$ cat src/rtl/pipeline_hazard_ctrl.sv
// -----------------------------------------------------------------------------
// pipeline_hazard_ctrl
//
// Hazard and sequencing controller for a five-stage MIPS pipeline. It sits
// beside the ID stage and produces the PC / IF/ID / ID/EX write and flush
// controls that every pipeline register samples on the same clock edge.
//
//   * Load-use hazard: ID reads a register that the load in EX is writing.
//   * HI/LO interlock: mult/div or mfhi/mflo in ID while the fixed-latency
//     mult/div unit is still busy (tracked by a small IDLE/BUSY FSM).
//   * Taken branch in EX squashes IF/ID and ID/EX and overrides any stall.
//   * Saturating 16-bit stall-cycle counter for performance debug.
//
// Ports
//   i_clk             system clock, rising edge
//   i_rst_n           asynchronous active-low reset
//   i_id_rs_addr      rs field of the ID instruction
//   i_id_rt_addr      rt field of the ID instruction
//   i_id_uses_rs      ID instruction reads rs
//   i_id_uses_rt      ID instruction reads rt
//   i_id_is_md        ID instruction is mult/multu/div/divu
//   i_id_reads_hilo   ID instruction is mfhi/mflo
//   i_ex_mem_read     EX instruction is a load
//   i_ex_rd_addr      destination register of the EX instruction
//   i_ex_branch_taken branch/jump in EX resolved taken
//   i_stat_clear      synchronous clear of the stall counter
//   o_pc_write        PC load enable                      (combinational)
//   o_if_id_write     IF/ID load enable                   (combinational)
//   o_if_id_flush     IF/ID loads a bubble                (combinational)
//   o_id_ex_flush     ID/EX loads a bubble                (combinational)
//   o_md_start        mult/div issue pulse                (combinational)
//   o_md_busy         mult/div unit busy                  (registered)
//   o_stall_cycles    saturating stall-cycle count        (registered)
// -----------------------------------------------------------------------------
module pipeline_hazard_ctrl #(
  parameter int unsigned MD_LATENCY = 4  // busy cycles after issue, 1..255
) (
  input  logic        i_clk,
  input  logic        i_rst_n,
  input  logic [4:0]  i_id_rs_addr,
  input  logic [4:0]  i_id_rt_addr,
  input  logic        i_id_uses_rs,
  input  logic        i_id_uses_rt,
  input  logic        i_id_is_md,
  input  logic        i_id_reads_hilo,
  input  logic        i_ex_mem_read,
  input  logic [4:0]  i_ex_rd_addr,
  input  logic        i_ex_branch_taken,
  input  logic        i_stat_clear,
  output logic        o_pc_write,
  output logic        o_if_id_write,
  output logic        o_if_id_flush,
  output logic        o_id_ex_flush,
  output logic        o_md_start,
  output logic        o_md_busy,
  output logic [15:0] o_stall_cycles
);

  typedef enum logic {
    ST_IDLE = 1'b0,
    ST_BUSY = 1'b1
  } md_state_t;

  localparam logic [7:0]  MD_CNT_INIT = 8'(MD_LATENCY - 1);
  localparam logic [15:0] STALL_MAX   = 16'hFFFF;

  md_state_t   r_md_state;
  logic [7:0]  r_md_cnt;
  logic        r_md_busy;
  logic [15:0] r_stall_cycles;

  logic w_load_hazard;
  logic w_md_hazard;
  logic w_stall;
  logic w_md_start;
  logic w_stall_count_en;

  // Register $0 is hard-wired to zero, so a load targeting it never hazards.
  assign w_load_hazard = i_ex_mem_read && (i_ex_rd_addr != 5'd0) &&
                         ((i_id_uses_rs && (i_id_rs_addr == i_ex_rd_addr)) ||
                          (i_id_uses_rt && (i_id_rt_addr == i_ex_rd_addr)));

  // Any mult/div or HI/LO read must wait until the unit has finished.
  assign w_md_hazard = (i_id_is_md || i_id_reads_hilo) && r_md_busy;
  assign w_stall     = w_load_hazard || w_md_hazard;

  // Pipeline controls. Reset drives a safe bubble state directly, without
  // waiting for a clock, so nothing advances while the core is held in reset.
  always_comb begin
    o_pc_write    = 1'b1;
    o_if_id_write = 1'b1;
    o_if_id_flush = 1'b0;
    o_id_ex_flush = 1'b0;
    w_md_start    = 1'b0;
    if (!i_rst_n) begin
      o_pc_write    = 1'b0;
      o_if_id_write = 1'b0;
      o_if_id_flush = 1'b1;
      o_id_ex_flush = 1'b1;
    end else if (i_ex_branch_taken) begin
      // The ID instruction is squashed, so its stall or mult/div issue is moot.
      o_if_id_flush = 1'b1;
      o_id_ex_flush = 1'b1;
    end else if (w_stall) begin
      o_pc_write    = 1'b0;
      o_if_id_write = 1'b0;
      o_id_ex_flush = 1'b1;
    end else begin
      w_md_start    = i_id_is_md;
    end
  end

  assign o_md_start = w_md_start;

  // Mult/div busy tracker. Issue can only happen in IDLE because a mult/div
  // seen while busy is held back by the interlock.
  always_ff @(posedge i_clk or negedge i_rst_n) begin
    if (!i_rst_n) begin
      r_md_state <= ST_IDLE;
      r_md_cnt   <= 8'd0;
      r_md_busy  <= 1'b0;
    end else begin
      case (r_md_state)
        ST_IDLE: begin
          if (w_md_start) begin
            r_md_state <= ST_BUSY;
            r_md_cnt   <= MD_CNT_INIT;
            r_md_busy  <= 1'b1;
          end
        end
        ST_BUSY: begin
          if (r_md_cnt == 8'd0) begin
            r_md_state <= ST_IDLE;
            r_md_busy  <= 1'b0;
          end else begin
            r_md_cnt <= r_md_cnt - 8'd1;
          end
        end
        default: begin
          r_md_state <= ST_IDLE;
          r_md_busy  <= 1'b0;
        end
      endcase
    end
  end

  assign o_md_busy = r_md_busy;

  // A stall overridden by a taken branch is not a lost cycle, so it is not
  // counted. Clear takes precedence over counting.
  assign w_stall_count_en = w_stall && !i_ex_branch_taken &&
                            (r_stall_cycles != STALL_MAX);

  always_ff @(posedge i_clk or negedge i_rst_n) begin
    if (!i_rst_n) begin
      r_stall_cycles <= 16'd0;
    end else if (i_stat_clear) begin
      r_stall_cycles <= 16'd0;
    end else if (w_stall_count_en) begin
      r_stall_cycles <= r_stall_cycles + 16'd1;
    end
  end

  assign o_stall_cycles = r_stall_cycles;

endmodule

$ cat config.mk
export PLATFORM = sky130hd
export DESIGN_NAME = pipeline_hazard_ctrl
export DESIGN_NICKNAME = d
export VERILOG_FILES = /design/src/rtl/pipeline_hazard_ctrl.sv
export SDC_FILE = /design/constraint.sdc
export NUM_CORES = 1
export LEC_CHECK = 0
export ABC_AREA = 0
export CORE_MARGIN = 4
export CORE_UTILIZATION = 46
export CTS_CLUSTER_SIZE = 30
export DETAILED_ROUTE_END_ITERATION = 8
export GPL_TIMING_DRIVEN = 0
export PLACE_DENSITY_LB_ADDON = 0.08
export SYNTH_ARGS = -nofsm -noshare
export SYNTH_HDL_FRONTEND = slang
export SYNTH_SLANG_ARGS = --single-unit
$ cat constraint.sdc
create_clock -name i_clk -period 2.7 [get_ports i_clk]
set_input_delay 0.675 -clock i_clk [delete_from_list [all_inputs] [get_ports i_clk]]
set_output_delay 0.675 -clock i_clk [all_outputs]
set_load 0.01 [all_outputs]
==> metrics.cfg <==
[setup_path]
arrival_ps=1990
required_ps=2030
r2r_start=o_stall_cycles[0]
cp_max_fo=3
timing.rr.end=o_stall_cycles[14]
slowest_delay_ps=530
reg2reg_slack_ps=560
worstSetupEndpointType=output port
worstSetupPathType=input port to output port
crit_chain=buf_8 -> or4_4 -> o21a_1 -> nand2_1 -> a21oi_2 -> nor2b_2 -> buf_4 -> buf_6
ff2ff_path_depth=8
slowest_stage=or4_4
start_kind=input port

[sta]
slew_headroom_pct=61.1
finalCriticalPeriod_ps=2660
worst_pin_slew_ps=578
timing.fmax_mhz=375
final.setup.worst_slack_ps=36.5
hold_viol=0
drv_slew=0
setup_tns_ps=0
skew_ps=9.51
period_share_pct=98.6
rsz0062_at_grt=yes
setup_viol=0

[synth]
synth-main-ff-cell=dfrtp_1
synth_top_cells_by_count=dfrtp_1 (26), a21oi_1 (19), nand2_1 (18), nand3_1 (11), xnor2_1 (11)
synth_xor_area_share_pct=6.95
synthSimpleGateAreaFrac_pct=24.1
synth_edf_count=0
yosys_warnings=0
netlist_area_sq_mm=0.00164
yosys.area.top_type=dfrtp_1
seq_area_frac_synth_pct=39.7
synth_area_leaders=dfrtp_1 (40%), xnor2_1 (5.9%), a21oi_1 (5.8%)
synthesis.nets=208
synthDistinctLibCells=42
synth_top_family_by_area=simple AND/OR/NAND/NOR gates
synthMuxAreaShare_pct=1.22
yosysTopAreaCellShare_pct=39.7
yosysMostFrequentCell=dfrtp_1
async_flop_share_pct=100
synth_compound_area_share_pct=20.6
ys_ff_latch=26
synthAdderAreaFrac_pct=2.29
syn_avg_cell_area_sq_um=9.06
synthCells=181

[grt]
grt_util_met2_pct=30.4
grt_pass1_vias=1446
grt_max_degree=29
grtUsageMet1_pct=26.0
top_usage_layer=met2
grt-ovfl-total=0
grt_first_pass_wirelength_um=6720
antenna_found_initial=0
grt.total_usage_pct=18.9
grtUsageMet3_pct=3.33

[finish]
fillers=281
finalNetCount=266
drive_gt1_share_pct=14.8
antenna_cells=0
area_delta_synth_final_pct=35.2
fin_area_sq_mm=0.00222

[power_and_ir_drop]
p_leak_nw=0.927
p_per_area_mw_per_mm2=504
vdd_drop_max_mv=0.428

[floorplanning]
initial_core_util_pct=48.4
core-area_sq_mm=0.00339
rows=21
die_width_um=67.7
num_io_pins=46
fp.dieArea_sq_mm=0.00458
die_height_um=67.7

[cts]
clock-sinks=26
cts-buffers-inserted=3
htreeDepth=1
ctsHoldBuffers=0
clk_pin_slew_ps=140
cts_tree=done
root_buffer=clkbuf_4
clockBufferDepth=2
worst_skew_pair.late_latency_ps=320

[placement]
place_area_sq_mm=0.00215
hpwl_um=3050
port_buffers=45
place_ws_ps=-1210
gp_congestion=0.840

[detailed_routing]
drt_iter0_drc=59
vias_per_cell=5.75
dr.pass1.iters=4
routedWlPerCell_um=15.1
ant_nets=0
vias=1627
finalWirelength_um=4270
drc=0

[hold_path]
hp-class=input port to async pin

[outcome]
status=finished, final reports clean

[job]
cap_violations=0

-- how the worst max path moves through the flow --
stage,startpoint,endpoint
finish,i_ex_rd_addr[2],o_pc_write
detailed placement,i_rst_n,o_md_start
CTS,i_ex_rd_addr[4],o_pc_write
floorplan,i_ex_rd_addr[1],o_pc_write
global placement,i_rst_n,o_md_start
global route,i_id_uses_rt,o_pc_write
-- per-stage QoR --
stage          power, mW  hold slack [ps]  utilization, %  cells
2_1_floorplan      0.813              379               -    181
3_3_place_gp       0.925              483            63.3    272
3_5_place_dp       0.952              482            63.3    272
4_1_cts             1.11              358            64.2    279
5_1_grt             1.19              288            65.4    283
6_report            1.12              268            65.4    283
-- sequential cells by signal, summed over array words and instances (netlist names) --
signal and count:
o_md_busy 1, o_stall_cycles 16, r_md_cnt 8, r_md_state 1
-- layout by cell type, fill, tap and decap left out, types with 7 or more instances in the layout --
cell and count:
a21oi_1 17, buf_4 9, clkdlybuf4s50_1 25, dfrtp_1 26, dlygate4sd2_1 9, nand2_1 18, nand3_1 11, nor2_1 7
o21ai_1 8, or3_1 9, xnor2_1 11
-- worst max-delay path: cells and delay by family --
family,cells,cell delay [ps]
and+or+nand+nor,3,750
buffers and inverters,3,310
AOI/OAI and AO/OA,2,260
-- cell type report --
type                    instances  area, sq um  share of cell area [%]
well taps                      46         57.6                    2.60
plain buffers                   7         61.3                    2.77
repair buffers                 53          487                    22.0
clock buffers                   3         22.5                    1.02
flip-flops and latches         26          651                    29.4
inverters                       6         22.5                    1.02
multi-input cells             142          915                    41.3
-- power breakdown --
part           switching (mW)  total [mW]  internal (mW)  leakage [nW]
combinational           0.225       0.424          0.199         0.568
clock                   0.114       0.166         0.0523        0.0138
sequential             0.0694       0.526          0.457         0.346
-- what timing repair did --
| action | in CTS | in global routing |
|---|---|---|
| setup buffers | 4 | 4 |
| endpoints found under the setup margin | 14 | 5 |
| pin swaps | 14 | 10 |
| resized for setup | 52 | 7 |
-- kinds of logic (layout without fill, tap and decap cells) --
kind of cell / after synthesis / after routing
AND/OR/NAND/NOR: 71 / 71
AO/OA/AOI/OAI: 53 / 53
flip-flops: 26 / 26
XOR/XNOR: 13 / 13
buffers and inverters: 13 / 69
adder cells (fa/ha/maj): 3 / 3
multiplexers: 2 / 2
-- metal layers --
layer	share of wire (%)	vias up
li1	-	792
met1	46	784
met2	47	46
met5	0	-
met4	0.89	0
met3	5.6	5
Power figures use the tool's default switching activity.
